--- config.mk ---
export PLATFORM = sky130hd
export DESIGN_NAME = alu_seq_ctrl_flat
export DESIGN_NICKNAME = d
export VERILOG_FILES = /design/src/rtl/alu_seq_ctrl_if.sv /design/src/rtl/alu_seq_ctrl.sv /design/src/flat_wrapper.sv
export SDC_FILE = /design/constraint.sdc
export NUM_CORES = 1
export LEC_CHECK = 0
export CORE_ASPECT_RATIO = 1.1
export CORE_MARGIN = 1
export CORE_UTILIZATION = 40
export DETAILED_ROUTE_END_ITERATION = 8
export GPL_ROUTABILITY_DRIVEN = 0
export PLACE_DENSITY = 0.67
export SYNTH_ARGS = -nofsm -noshare
export SYNTH_HDL_FRONTEND = slang
export SYNTH_SLANG_ARGS = --single-unit
--- constraint.sdc ---
create_clock -name clk -period 3.2 [get_ports clk]
set_clock_uncertainty 0.2 [all_clocks]
set_input_delay 0.48 -clock clk [delete_from_list [all_inputs] [get_ports clk]]
set_output_delay 0.48 -clock clk [all_outputs]
set_load 0.02 [all_outputs]
--- src/rtl/alu_seq_ctrl_if.sv ---
// Instruction and result handshake bundle for alu_seq_ctrl.
// master = instruction source / result sink, slave = the controller.
interface alu_seq_ctrl_if;
  logic        in_valid;
  logic        in_ready;
  logic [15:0] in_instr;
  logic        res_valid;
  logic        res_ready;
  logic [7:0]  res_data;
  logic [2:0]  res_flags;

  modport master (
    output in_valid, in_instr, res_ready,
    input  in_ready, res_valid, res_data, res_flags
  );

  modport slave (
    input  in_valid, in_instr, res_ready,
    output in_ready, res_valid, res_data, res_flags
  );
endinterface

--- src/rtl/alu_seq_ctrl.sv ---
// Issue-side controller for the 8-bit combinational ALU with a 4 x 8 register file.
// Optional immediate operand enabled by defining ALU_SEQ_IMM_EN.
module alu_seq_ctrl (
  input  logic                 clk,
  input  logic                 rst,
  alu_seq_ctrl_if.slave        bus,
  input  logic                 rf_we,
  input  logic [1:0]           rf_waddr,
  input  logic [7:0]           rf_wdata,
  output logic [7:0]           alu_rx,
  output logic [7:0]           alu_ry,
  output logic [2:0]           alu_sel,
  input  logic [7:0]           alu_r0,
  input  logic [2:0]           alu_ban,
  output logic [2:0]           status,
  input  logic [1:0]           dbg_sel,
  output logic [7:0]           dbg_data
);

  typedef enum logic [1:0] {IDLE, ISSUE, RESP} state_t;

  state_t      state;
  state_t      state_next;
  logic [7:0]  rf [4];
  logic [1:0]  rd_q;
  logic        res_valid_q;
  logic [7:0]  res_data_q;
  logic [2:0]  res_flags_q;
  logic        ready;
  logic        accept;
  logic [7:0]  ry_next;

  logic [2:0]  f_op;
  logic [1:0]  f_rd;
  logic [1:0]  f_rs1;
  logic [1:0]  f_rs2;

  assign f_op  = bus.in_instr[15:13];
  assign f_rd  = bus.in_instr[12:11];
  assign f_rs1 = bus.in_instr[10:9];
  assign f_rs2 = bus.in_instr[1:0];

`ifdef ALU_SEQ_IMM_EN
  assign ry_next = bus.in_instr[8] ? bus.in_instr[7:0] : rf[f_rs2];
`else
  logic unused_imm;
  assign unused_imm = ^bus.in_instr[8:2];
  assign ry_next    = rf[f_rs2];
`endif

  assign ready  = (state == IDLE) && !rf_we;
  assign accept = ready && bus.in_valid;

  assign bus.in_ready  = ready;
  assign bus.res_valid = res_valid_q;
  assign bus.res_data  = res_data_q;
  assign bus.res_flags = res_flags_q;
  assign dbg_data      = rf[dbg_sel];

  always_ff @(posedge clk or posedge rst) begin
    if (rst) state <= IDLE;
    else     state <= state_next;
  end

  always_comb begin
    state_next = state;
    case (state)
      IDLE:    if (accept) state_next = ISSUE;
      ISSUE:   state_next = RESP;
      RESP:    if (bus.res_ready) state_next = IDLE;
      default: state_next = IDLE;
    endcase
  end

  // Operands are latched at acceptance, so write-back in ISSUE cannot disturb them even when rd aliases a source.
  always_ff @(posedge clk or posedge rst) begin
    if (rst) begin
      for (int unsigned i = 0; i < 4; i++) rf[i] <= '0;
      alu_rx      <= '0;
      alu_ry      <= '0;
      alu_sel     <= '0;
      rd_q        <= '0;
      res_valid_q <= 1'b0;
      res_data_q  <= '0;
      res_flags_q <= '0;
      status      <= '0;
    end else begin
      case (state)
        IDLE: begin
          if (rf_we) begin
            rf[rf_waddr] <= rf_wdata;
          end else if (accept) begin
            alu_sel <= f_op;
            alu_rx  <= rf[f_rs1];
            alu_ry  <= ry_next;
            rd_q    <= f_rd;
          end
        end
        ISSUE: begin
          rf[rd_q]    <= alu_r0;
          status      <= alu_ban;
          res_flags_q <= alu_ban;
          res_data_q  <= alu_r0;
          res_valid_q <= 1'b1;
        end
        RESP: begin
          if (bus.res_ready) res_valid_q <= 1'b0;
        end
        default: ;
      endcase
    end
  end

endmodule

--- src/flat_wrapper.sv ---
// flat-port wrapper written by rule: the top's interface ports become plain ports
module alu_seq_ctrl_flat 
  (clk, rst, rf_we, rf_waddr, rf_wdata, alu_rx, alu_ry, alu_sel, alu_r0, alu_ban, status, dbg_sel, dbg_data, bus_in_valid, bus_in_instr, bus_res_ready, bus_in_ready, bus_res_valid, bus_res_data, bus_res_flags);
  alu_seq_ctrl_if bus_i ();
  input  logic clk;
  input  logic rst;
  input  logic rf_we;
  input  logic [1:0] rf_waddr;
  input  logic [7:0] rf_wdata;
  output logic [7:0] alu_rx;
  output logic [7:0] alu_ry;
  output logic [2:0] alu_sel;
  input  logic [7:0] alu_r0;
  input  logic [2:0] alu_ban;
  output logic [2:0] status;
  input  logic [1:0] dbg_sel;
  output logic [7:0] dbg_data;
  input wire logic [$bits(bus_i.in_valid)-1:0] bus_in_valid;
  input wire logic [$bits(bus_i.in_instr)-1:0] bus_in_instr;
  input wire logic [$bits(bus_i.res_ready)-1:0] bus_res_ready;
  output wire logic [$bits(bus_i.in_ready)-1:0] bus_in_ready;
  output wire logic [$bits(bus_i.res_valid)-1:0] bus_res_valid;
  output wire logic [$bits(bus_i.res_data)-1:0] bus_res_data;
  output wire logic [$bits(bus_i.res_flags)-1:0] bus_res_flags;
  assign bus_i.in_valid = bus_in_valid;
  assign bus_i.in_instr = bus_in_instr;
  assign bus_i.res_ready = bus_res_ready;
  assign bus_in_ready = bus_i.in_ready;
  assign bus_res_valid = bus_i.res_valid;
  assign bus_res_data = bus_i.res_data;
  assign bus_res_flags = bus_i.res_flags;
  alu_seq_ctrl u_core (.clk(clk), .rst(rst), .bus(bus_i), .rf_we(rf_we), .rf_waddr(rf_waddr), .rf_wdata(rf_wdata), .alu_rx(alu_rx), .alu_ry(alu_ry), .alu_sel(alu_sel), .alu_r0(alu_r0), .alu_ban(alu_ban), .status(status), .dbg_sel(dbg_sel), .dbg_data(dbg_data));
endmodule
==> impl_metrics.env <==
export IMPL_max_cap_violations=0
export IMPL_cts_sinks=67
export IMPL_critPathLaunchType="input pin"
export IMPL_min_period_ns=2.89
export IMPL_track_usage_pct=20.2
export IMPL_avgViaCountPerCell=5.88
export IMPL_most_common_layout_cells="79 x clkdlybuf4s50_1, 67 x dfrtp_1, 55 x mux2_2"
export IMPL_fin_setup_tns_ns=0
export IMPL_post_drt_wl_per_cell_microns=20.1
export IMPL_die_w_microns=93.0
export IMPL_p_per_area_mw_per_mm2=713
export IMPL_nNetsFinal=370
export IMPL_outcome="completed"
export IMPL_place_hpwl_mm=6.18
export IMPL_cts_tree="done"
export IMPL_wirelength_mm=8.93
export IMPL_io_buffers=79
export IMPL_setup_viol=0
export IMPL_synth_seq_area_share_pct=46.1
export IMPL_syn_instance_count=253
export IMPL_cp_required_ns=2.52
export IMPL_crit_path_max_fanout=8
export IMPL_ios=87
export IMPL_fmaxAchievable_mhz=345
export IMPL_ir_drop_uv=324
export IMPL_clock_latency_ns=0.36
export IMPL_cts_buffers=9
export IMPL_maxSlewHeadroom_pct=52.3
export IMPL_setup_worst_path_end_class="output pin"
export IMPL_fin_crit_sh_pct=90.5
export IMPL_leakagePower_uw=0.00189
export IMPL_die_y_microns=102
export IMPL_cts_clk_slew_worst_paths_ns=0.08
export IMPL_rsz0062_at_grt="no"
export IMPL_crit_type="in2out"
export IMPL_hp_class="in2async"
export IMPL_grt_pass1_vias=2643
export IMPL_rows=36
export IMPL_ctsResizeCount=0
export IMPL_cts_root_buf="clkbuf_8"
export IMPL_yosysUniqueCellTypes=34
export IMPL_drv_slew=0
export IMPL_num_antenna_cells=0
export IMPL_vias=2610
export IMPL_drtAntennaViolNets=0
export IMPL_drt_iter0_drc=171
export IMPL_grt_pass1_wl_mm=14.2
export IMPL_timing_final_hold_violations=0
export IMPL_avgSynthCellArea_sq_um=14.4
export IMPL_ctsHtreeMaxLevel=3
export IMPL_yosys_warnings=0
export IMPL_post_cts_setup_buffers=0
export IMPL_drive_gt1_share_pct=34.5
export IMPL_route_detailed_drc=0
export IMPL_dr_pass1_iters=6
export IMPL_arrival_ns=2.21
export IMPL_syn_to_final_growth_pct=30.6
export IMPL_core_area_sq_mm=0.00883
export IMPL_ys_ff_latch=67
export IMPL_fp_dieArea_sq_mm=0.00949
export IMPL_worstMarginPinSlew_ns=0.714
export IMPL_grt_remaining_overflow=0
export IMPL_final_common_cell="clkdlybuf4s50_1"
export IMPL_syn_area_sq_mm=0.00364
export IMPL_grt_max_degree=68
export IMPL_hold_ws_ns=0.305
export IMPL_antenna_found_initial=0
export IMPL_hold_buffers=0
export IMPL_initial_core_util_pct=41.2
export IMPL_syn_nets=297
export IMPL_clockBufferDepth=2
## cell families after synthesis
logic type | count (synthesis) | share of synthesized area (%)
compound gates | 48 | 12.3
simple gates | 28 | 5.16
flops | 67 | 46.1
buf+inv | 30 | 4.33
mux | 80 | 32.2
## layout make-up
cell class              count  area [sq um]
fillers                   771          4070
multi-input cells         156          1820
flip-flops and latches     67          1680
repair buffers             89           891
well taps                 114           143
clock buffers               9           124
clock inverters             6          91.3
inverters                   3          11.3
## worst max-delay path: stages
cell	delay (ns)
clkdlybuf4s50_1	0.50
buf_12	0.16
mux4_2	0.51
clkdlybuf4s50_1	0.56
## through the flow
stage               power, uW  util (%)  area [sq um]  instances  worst slack [ns]
global route             3560      53.9          4750        444             0.273
finish                   3390      53.9          4750        444             0.305
detailed placement       2640      51.4          4540        429             0.311
floorplan                2070         -          3640        253             0.837
CTS                      3420      53.9          4750        444             0.306
global placement         2610      51.4          4540        429             0.307
## worst paths after layout
kind,start,to,slack [ns],cells past startpoint
min in group clk,u_core.alu_ry[7],u_core.alu_ry[7],0.31,1
worst min register to register,u_core.alu_ry[7],u_core.alu_ry[7],0.31,1
worst min-delay path,rst,u_core.alu_sel[0],0.31,3
worst max register to register,u_core.state[0],u_core.rf[28],1.06,3
worst max-delay path,dbg_sel[0],dbg_data[0],0.31,4
max in group asynchronous,rst,u_core.state[1],2.19,3
## layer usage
metal	share of wire (%)	track usage, %	vias to the layer above
met2	52	33.5	75
met1	43	25.9	1365
met4	1.9	9.23	0
met3	3.9	3.57	15
met5	0	0	-
li1	-	-	1155
## state kept, by name (all words and copies together) (netlist names)
signal / flops
u_core.alu_ry: 8
u_core.alu_rx: 8
u_core.alu_sel: 3
u_core.bus.res_valid: 1
u_core.status: 3
u_core.state: 2
u_core.rd_q: 2
u_core.bus.res_data: 8
u_core.rf: 32
## report_power, final
group	leakage [uW]	internal [uW]	switching [uW]	total (uW)
Combinational	0.000945	756	549	1300
Clock	0.0000975	435	344	779
Sequential	0.000849	1110	200	1310
Total	0.00189	2300	1090	3390
## cell usage after synthesis (all sizes together)
cell	count	area (sq um)
nand2b	2	12.5
inv	2	7.51
nor2b	2	12.5
or4	1	7.51
or4b	1	10.0
mux2	56	631
nand3	9	45.0
nand3b	3	22.5
or3b	2	22.5
nand2	1	3.75
o21bai	1	7.51
buf	26	143
and4b	1	10.0
clkbuf	1	3.75
a2bb2oi	8	76.3
and2	2	12.5
a21oi	5	51.3
nor4bb	2	20.0
clkinv	1	3.75
a32o	24	240
mux4	24	541
nor2	1	3.75
o21ai	2	21.3
nor3	1	5.00
o22ai	8	50.1
dfrtp	67	1680
(Power assumes the default switching activity.)
